File: src/rtl/crc8_frame_appender.sv
// Streaming framer: forwards payload bytes unchanged and appends a CRC-8
// byte (MSB-first, no reflection, no final XOR) after the last byte of
// every frame. One registered output stage; the CRC byte carries m_last_o.
module crc8_frame_appender #(
  parameter logic [7:0] POLYNOMIAL = 8'h07,
  parameter logic [7:0] INIT       = 8'h00
) (
  input  logic       clk_i,
  input  logic       rst_ni,
  // payload input stream
  input  logic [7:0] s_data_i,
  input  logic       s_valid_i,
  input  logic       s_last_i,
  output logic       s_ready_o,
  // framed output stream
  output logic [7:0] m_data_o,
  output logic       m_valid_o,
  output logic       m_last_o,
  input  logic       m_ready_i,
  // frame in flight
  output logic       busy_o
);

  localparam int unsigned DATA_W = 8;

  localparam logic [0:0] ST_PAYLOAD = 1'b0;
  localparam logic [0:0] ST_CRC     = 1'b1;

  // One CRC-8 byte update: fold the byte in, then eight shift/XOR steps.
  function automatic logic [DATA_W-1:0] crc8_next(input logic [DATA_W-1:0] crc,
                                                  input logic [DATA_W-1:0] b);
    logic [DATA_W-1:0] x;
    x = crc ^ b;
    for (int i = 0; i < 8; i++) begin
      if (x[7]) begin
        x = {x[6:0], 1'b0} ^ POLYNOMIAL;
      end else begin
        x = {x[6:0], 1'b0};
      end
    end
    return x;
  endfunction

  logic [0:0]        state_q,  state_d;
  logic [DATA_W-1:0] crc_q,    crc_d;
  logic [DATA_W-1:0] m_data_q, m_data_d;
  logic              m_valid_q, m_valid_d;
  logic              m_last_q,  m_last_d;
  logic              busy_q,    busy_d;

  logic slot_free_c;
  logic s_ready_c;
  logic in_xfer_c;
  logic crc_accept_c;

  // Handshake qualifiers: output slot availability and input acceptance.
  always_comb begin
    slot_free_c  = !m_valid_q || m_ready_i;
    s_ready_c    = (state_q == ST_PAYLOAD) && slot_free_c;
    in_xfer_c    = s_valid_i && s_ready_c;
    crc_accept_c = m_valid_q && m_last_q && m_ready_i;
  end

  // Next-state, CRC and output-register update.
  always_comb begin
    state_d   = state_q;
    crc_d     = crc_q;
    m_data_d  = m_data_q;
    m_valid_d = m_valid_q;
    m_last_d  = m_last_q;
    busy_d    = busy_q;

    // Drained byte with nothing new to load empties the slot.
    if (m_ready_i) begin
      m_valid_d = 1'b0;
      m_last_d  = 1'b0;
    end

    case (state_q)
      ST_PAYLOAD: begin
        if (in_xfer_c) begin
          m_data_d  = s_data_i;
          m_valid_d = 1'b1;
          m_last_d  = 1'b0;
          crc_d     = crc8_next(crc_q, s_data_i);
          if (s_last_i) begin
            state_d = ST_CRC;
          end
        end
      end
      ST_CRC: begin
        // crc_q already covers the last payload byte.
        if (slot_free_c) begin
          m_data_d  = crc_q;
          m_valid_d = 1'b1;
          m_last_d  = 1'b1;
          crc_d     = INIT;
          state_d   = ST_PAYLOAD;
        end
      end
      default: begin
        state_d = ST_PAYLOAD;
      end
    endcase

    // Busy ends when the CRC byte leaves; a new frame's first byte re-arms it.
    if (crc_accept_c) begin
      busy_d = 1'b0;
    end
    if (in_xfer_c) begin
      busy_d = 1'b1;
    end
  end

  // State and output registers; reset discards any partial frame.
  always_ff @(posedge clk_i or negedge rst_ni) begin
    if (!rst_ni) begin
      state_q   <= ST_PAYLOAD;
      crc_q     <= INIT;
      m_data_q  <= '0;
      m_valid_q <= 1'b0;
      m_last_q  <= 1'b0;
      busy_q    <= 1'b0;
    end else begin
      state_q   <= state_d;
      crc_q     <= crc_d;
      m_data_q  <= m_data_d;
      m_valid_q <= m_valid_d;
      m_last_q  <= m_last_d;
      busy_q    <= busy_d;
    end
  end

  assign s_ready_o = s_ready_c;
  assign m_data_o  = m_data_q;
  assign m_valid_o = m_valid_q;
  assign m_last_o  = m_last_q;
  assign busy_o    = busy_q;

endmodule

File: config.mk
export PLATFORM = sky130hd
export DESIGN_NAME = crc8_frame_appender
export DESIGN_NICKNAME = d
export VERILOG_FILES = /design/src/rtl/crc8_frame_appender.sv
export SDC_FILE = /design/constraint.sdc
export NUM_CORES = 1
export LEC_CHECK = 0
export ABC_AREA = 1
export CORE_MARGIN = 3
export CORE_UTILIZATION = 54
export DETAILED_ROUTE_END_ITERATION = 12
export PLACE_DENSITY = 0.8
export SKIP_LAST_GASP = 1
export SLEW_MARGIN = 20
export SYNTH_ARGS = -nofsm -noshare
export SYNTH_HDL_FRONTEND = slang
export SYNTH_SLANG_ARGS = --single-unit
export TNS_END_PERCENT = 10
File: constraint.sdc
create_clock -name clk_i -period 3.9 [get_ports clk_i]
set_clock_uncertainty 0.1 [all_clocks]
set_input_delay 0.78 -clock clk_i [delete_from_list [all_inputs] [get_ports clk_i]]
set_output_delay 0.78 -clock clk_i [all_outputs]
set_load 0.02 [all_outputs]
* After elaboration in Yosys (flattened, before gate mapping) *
Index checks and enable logic that the tools add are counted.

word-level totals
  flip-flop bits (word level) = 20
  output and inout port bits = 12
  word-level logic and storage cells = 68

operators by class
  eq/ne operators = 2
  mux-type cells = 42
  bitwise operators = 10
  reductions and logical operators = 8

operators by type and width
  operator            number
  $mux 8              18
  $pmux 8 s2          2
  $mux 3              8
  $not 3->3           8
  $mux 1              11
  $xor 8x8->8         1
  $pmux 1 s2          3
  $logic_and 1x1->1   4
  $ne 2x1->1 const B  1
  $ne 2x2->1 const B  1
  $reduce_and 2->1    1
  $reduce_bool 2->1   1
  $logic_not 1->1     1
  $logic_or 1x1->1    1
  $not 1->1           1

* Logic depth before layout (Yosys ltp) *
Gate-level depths: netlist of run 1.

  word-level depth = 34
  gate-level depth with buffers = 10
  gate-level depth less buffers = 10

* Least setup slack after synthesis of run 1 *
OpenSTA, ideal clock, no wires.

  path type = input -> output
  from = in m_ready_i
  to = out s_ready_o
  arrival time = 1.133 ns
  required time = 3.020 ns
  slack = 1.887 ns
  stages = 2
  buffers on the path = 0
  cell sequence = nor2_4 nor2_1

on the way
  cells in the longest elaborated chain, start to end = 2

RTL lines
  what               line  source
  from (decl)        19    input logic m_ready_i,
  $logic_or 1x1->1   58    slot_free_c = !m_valid_q || m_ready_i;
  $logic_and 1x1->1  59    s_ready_c = (state_q == ST_PAYLOAD) && slot_free_c;
  to (decl)          14    output logic s_ready_o,

No other way between the ends.

* Final worst setup path of run 1 *
Same ends and word-level chain as after synthesis.

==> run_results.csv, run 1 <==
group,metric,value,unit
logic_synthesis,seq_area_frac_synth,0.3968,
final_layout,final_core_util,0.7440,
logic_synthesis,synthCells,165,
setup_path,cpMostUsedCell,"clkdlybuf4s50_1",
clocking,post_cts_buffers,0,
timing,hold_violations,0,
logic_synthesis,syn_area,1261,um^2
route,drt-initial-drc-count,16,
clocking,cts.sinks,20,
final_layout,layout.cells.non_filler,217,
power_and_ir_drop,p_sw_frac,0.4568,
floorplan,initial_core_util,0.6058,
grt,grt_overflow,0,
floorplan,pin_count,25,
min_path,hp-class,"reg2reg",
placed_design,numPortBuffers,24,
power_and_ir_drop,comb_power_share,0.574,
grt,use_met3,0.02452,
setup_path,path_cells,"clkdlybuf4s50_1, nor2_4, nor2_1, clkdlybuf4s50_1",
power_and_ir_drop,powerDensity,758.2,nW/um^2
route,vias,1127,
timing,rsz0062_at_grt,"no",
floorplan,rows,16,
floorplan,die_height,54.33,um
logic_synthesis,yosysWarnings,0,
grt,grt_use_met1,0.2690,
grt,grtUsageTotal,0.2227,
setup_path,crit_required,3.02,ns
setup_path,timing.rr.end,"crc_q[0]",
placed_design,hpwlAfterDp,2022,um
logic_synthesis,synth_fp_nets,178,
grt,grt-busiest-layer,"met2",
final_layout,n_antenna_cell,0,
logic_synthesis,synth_mux_area_frac,0,
logic_synthesis,synthXorXnorAreaFrac,0.1062,
placed_design,placed_cells,213,
min_path,min_path_cells,2,
setup_path,critical_path_arrival,2.15,ns
setup_path,end_kind,"output pin",
route,dr.pass1.iters,4,
setup_path,path_max_fanout,4,
final_layout,fin_nets,204,
grt,grt_max_degree,23,
power_and_ir_drop,clkPwrFrac,0.104,
grt,grt_use_met2,0.4004,
timing,setup_violations,0,
route,wl_per_cell,12.37,um
logic_synthesis,synth_top_family_by_area,"simple AND/OR/NAND/NOR gates",
route,finalWirelength,2685,um
grt,grt_pass1_vias,1122,
clocking,cts_resized,0,
logic_synthesis,synth.avg_cell_area,7.644,um^2
clocking,numCtsBuffers,3,
clocking,insertion_delay,0.30,ns
logic_synthesis,synthAdderAreaFrac,0,
timing,fmax,0.3301,GHz
timing,min_period_over_period,0.7767,
grt,antenna_found_initial,0,
timing,fin_setup_tns,0,ns
power_and_ir_drop,internal-power,638.0,uW
setup_path,slowest_stage,"clkdlybuf4s50_1",
route,ant_nets,0,
floorplan,die_x,54.33,um
final_layout,mostFrequentLayoutCells,"nand2_1 (70), clkdlybuf4s50_1 (24), dfrtp_1 (20)",
clocking,clk_pin_slew,0.11,ns
clocking,htree_levels,1,
logic_synthesis,synth_top_area_cell,"dfrtp_1",
power_and_ir_drop,p_switching,536.5,uW
final_layout,area_growth,22.82,%
status,status,"finished, final reports clean",
logic_synthesis,synth_compound_area_frac,0.09921,
setup_path,max_stage_delay,0.62,ns
clocking,cts_buffer_depth,2,
setup_path,startpoint_type,"input pin",
power_and_ir_drop,leakagePower,0.7592,nW
logic_synthesis,synth-simple-area-share,0.3224,
power_and_ir_drop,power_frac_seq,0.322,
route,drc,0,
floorplan,fp.dieArea,2951,um^2
floorplan,core_area,2082,um^2
power_and_ir_drop,ir_worst_vdd,0.5305,mV
final_layout,drive_gt1_frac,0.1263,
timing,drv_slew,0,
setup_path,crit_path_end,"s_ready_o",
setup_path,ff2ff_setup_slack,2.14,ns
clocking,ctsHoldBuffers,0,
clocking,clock-root-buffer,"clkbuf_4",
route,viasPerCell,5.194,
grt,grt_pass1_wl,4774,um
logic_synthesis,ys_seq_elements,20,
run,maxCapViolCount,0,
setup_path,crit_type,"in2out",
logic_synthesis,yosysUniqueCellTypes,23,
setup_path,worstRegToRegCells,5,
clocking,cts_tree,"yes",
setup_path,r2r-start,"state_q",
logic_synthesis,yosys-top-cells-area,"dfrtp_1 (40%), nand2_1 (21%), xnor2_2 (5.2%)",
placed_design,gp_congestion,0.8773,
setup_path,crit_path_start,"m_ready_i",
timing,relSlewSlack,0.3760,
final_layout,final_common_cell,"nand2_1",
logic_synthesis,yosysTopAreaCellShare,0.3968,
timing,finalCriticalPeriod,3.029,ns
timing,worst_slew_pin_slew,0.9331,ns
## how the worst min path moves through the flow
stage | start | to
after global placement | m_data_o[2] | m_data_o[2]
final | m_data_o[5] | m_data_o[5]
after global routing | m_data_o[1] | m_data_o[1]
after detailed placement | m_data_o[2] | m_data_o[2]
after floorplan | rst_ni | busy_o
after CTS | m_data_o[6] | m_data_o[6]
## registers in the layout, summed over array words and instances, names as in the netlist
register and cells:
m_data_o 8, state_q 1, m_valid_o 1, crc_q 8, m_last_o 1, busy_o 1
## power by group through the flow
stage                     combinational, mW  clock [mW]  sequential (mW)
final                                 0.674       0.122            0.378
after global routing                  0.755       0.133            0.394
after CTS                             0.679       0.127            0.378
after detailed placement              0.674           0            0.381
after global placement                0.650           0            0.377
after floorplan                       0.420           0            0.427
## synth_stat cells
master / number
a21oi_1: 1
xnor2_1: 4
dfrtp_1: 20
nor2_4: 4
o32ai_1: 1
nand2_2: 1
nand2_1: 70
inv_2: 6
o31ai_2: 3
nand3_1: 11
buf_6: 1
clkinv_8: 1
inv_1: 9
buf_4: 1
xor2_2: 1
o21ai_0: 5
o31ai_1: 1
nor2_1: 10
clkbuf_1: 1
o21ai_1: 7
xnor2_2: 4
xor2_1: 2
o22ai_1: 1
## area by class of cell
type / count / area (um^2)
Tap cell: 27 / 33.78
Clock buffer: 4 / 36.28
Sequential cell: 20 / 500.5
Inverter: 16 / 72.57
Timing Repair Buffer: 24 / 240.2
Fill cell: 177 / 533.0
Multi-Input combinational cell: 126 / 665.6
## critical path, delay by kind of cell
kind	cells	cell delay [ns]
buffers and inverters	2	1.16
and+or+nand+nor	2	0.20
## kinds of logic after synthesis
kind of cell	count (synthesis)
compound gates	19
flops	20
buf+inv	19
simple gates	96
xor+xnor	11
## metal layers
layer / routed length [um] / vias up
li1: - / 570
met1: 1230 / 531
met2: 1352 / 22
met3: 77 / 4
met4: 25 / 0
met5: 0 / -
## stage by stage
stage	area, um^2	setup slack, ns	total power, mW	hold slack [ns]
CTS	1549	0.8665	1.184	0.4076
finish	1549	0.8709	1.174	0.4048
global placement	1513	0.8775	1.027	0.3662
floorplan	1261	1.887	0.8473	0.3844
detailed placement	1513	0.8679	1.055	0.3772
global route	1549	0.8326	1.282	0.4249
Power figures use the tool's default switching activity.
==> run 2: changes to the inputs <==
--- a/config.mk
+++ b/config.mk
@@ -7,9 +7,9 @@
 export LEC_CHECK = 0
 export ABC_AREA = 1
 export CORE_MARGIN = 3
-export CORE_UTILIZATION = 54
+export CORE_UTILIZATION = 46
 export DETAILED_ROUTE_END_ITERATION = 12
-export PLACE_DENSITY = 0.8
+export PLACE_DENSITY = 0.72
 export SKIP_LAST_GASP = 1
 export SLEW_MARGIN = 20
 export SYNTH_ARGS = -nofsm -noshare
==> constraint.sdc (replaced) <==
create_clock -name clk_i -period 2.5 [get_ports clk_i]
set_clock_uncertainty 0.1 [all_clocks]
set_input_delay 0.5 -clock clk_i [delete_from_list [all_inputs] [get_ports clk_i]]
set_output_delay 0.5 -clock clk_i [all_outputs]
set_load 0.02 [all_outputs]
==> run 2 against run 1 <==
Against the previous run: sequential share of layout area decreased by 0.46 points; power up 54%; critical path depth is the same; cell count grew 2.8%; critical endpoint unchanged.
==> run_results.csv, run 2 (synthesis results as in run 1) <==
group,metric,value,unit
final_layout,design_area,1572,um^2
power_and_ir_drop,leakagePower,0.7829,nW
route,viasPerCell,4.969,
clocking,numCtsBuffers,3,
clocking,insertion_delay,0.30,ns
final_layout,drive_gt1_frac,0.1399,
final_layout,n_antenna_cell,0,
placed_design,hpwlAfterDp,2046,um
clocking,htree_levels,1,
grt,grt_use_met1,0.2120,
route,vias,1108,
final_layout,area_growth,24.60,%
timing,worst_slew_pin_slew,0.2628,ns
status,status,"finished, final reports clean",
grt,grt_overflow,0,
floorplan,die_x,58.36,um
timing,fin_setup_tns,0,ns
clocking,cts_buffer_depth,2,
timing,min_period_over_period,0.8367,
grt,grt_max_degree,23,
placed_design,placed_cell_area,1546,um^2
grt,use_met3,0.02193,
power_and_ir_drop,comb_power_share,0.603,
grt,antenna_found_initial,0,
final_layout,fin_nets,208,
floorplan,initial_core_util,0.4956,
timing,hold_violations,0,
setup_path,path_max_fanout,3,
floorplan,fp.dieArea,3406,um^2
floorplan,core_area,2545,um^2
route,ant_nets,0,
power_and_ir_drop,internal-power,981.9,uW
route,drc,0,
power_and_ir_drop,clkPwrFrac,0.085,
floorplan,pin_count,25,
clocking,clock-root-buffer,"clkbuf_4",
setup_path,crit_required,1.90,ns
setup_path,path_cells,"clkdlybuf4s50_1, nor2_4, nor2_1, dlymetal6s2s_1",
power_and_ir_drop,p_sw_frac,0.4557,
setup_path,critical_path_arrival,1.49,ns
route,finalWirelength,2668,um
floorplan,die_height,58.36,um
setup_path,end_kind,"output pin",
setup_path,startpoint_type,"input pin",
power_and_ir_drop,p_switching,822.2,uW
timing,finalCriticalPeriod,2.092,ns
clocking,cts.sinks,20,
final_layout,mostFrequentLayoutCells,"nand2_1 (70), clkdlybuf4s50_1 (23), dfrtp_1 (20)",
floorplan,rows,18,
power_and_ir_drop,powerDensity,1148,nW/um^2
timing,fmax,0.4781,GHz
route,wl_per_cell,11.96,um
grt,grtUsageTotal,0.1723,
grt,grt_pass1_wl,4526,um
timing,setup_violations,0,
min_path,hp-class,"reg2reg",
grt,grt_pass1_vias,1107,
clocking,cts_tree,"yes",
power_and_ir_drop,ir_worst_vdd,0.8297,mV
final_layout,final_common_cell,"nand2_1",
setup_path,max_stage_delay,0.56,ns
grt,grt-busiest-layer,"met2",
route,dr.pass1.iters,4,
power_and_ir_drop,power_frac_seq,0.312,
route,drt-initial-drc-count,26,
timing,rsz0062_at_grt,"no",
clocking,clk_pin_slew,0.11,ns
clocking,ctsHoldBuffers,0,
placed_design,numPortBuffers,24,
run,maxCapViolCount,0,
setup_path,crit_type,"in2out",
grt,grt_use_met2,0.3078,
timing,relSlewSlack,0.8239,
setup_path,slowest_stage,"clkdlybuf4s50_1",
placed_design,gp_congestion,0.7923,
timing,drv_slew,0,
## run 2: critical path, delay by kind of cell
| kind | cells | cell delay [ns] |
|---|---|---|
| buf+inv | 2 | 0.81 |
| simple gates | 2 | 0.19 |
## run 2: layout make-up
class,count,area (um^2)
timing repair buffer,28,272.8
sequential,20,500.5
inverter,16,72.57
fill,233,973.4
tap,30,37.54
multi-input combinational,126,665.6
clock buffer,3,22.52
## run 2: timing repair
item                                    4_1_cts  5_1_grt
endpoints found under the setup margin        0        1
buffers inserted                              0        0
endpoints found under the hold margin         0        0
resized for setup                             0        1
## run 2: final timing paths
path,from,endpoint,slack (ns),cells past startpoint
max in group asynchronous,rst_ni,m_data_o[5],1.66,2
max reg2reg,state_q,crc_q[0],0.93,7
min,m_data_o[7],m_data_o[7],0.40,2
min reg2reg,m_data_o[7],m_data_o[7],0.40,2
min in group asynchronous,rst_ni,crc_q[4],0.43,2
max,m_ready_i,s_ready_o,0.41,4
## run 2: layer usage
metal,routed length (um),vias up
li1,-,578
met5,0,-
met2,1324,19
met1,1223,506
met3,80,5
met4,39,0
## run 2: stage by stage
stage | util | power (mW) | setup slack (ns) | hold WS (ns) | instances
final | 0.6175 | 1.804 | 0.4082 | 0.4015 | 223
after global routing | 0.6175 | 1.961 | 0.3620 | 0.4258 | 223
after CTS | 0.6165 | 1.828 | 0.03049 | 0.4010 | 223
after detailed placement | 0.6077 | 1.667 | 0.03067 | 0.3743 | 220
after global placement | 0.6077 | 1.629 | 0.06897 | 0.3676 | 220
after floorplan | - | 1.322 | 0.9646 | 0.1044 | 165
## run 2: power by group through the flow
stage               Combinational (mW)  Clock, mW  Sequential [mW]
finish                            1.09      0.154            0.562
global route                      1.22      0.162            0.582
floorplan                        0.656          0            0.666
global placement                  1.07          0            0.560
CTS                               1.10      0.159            0.566
detailed placement                1.10          0            0.570
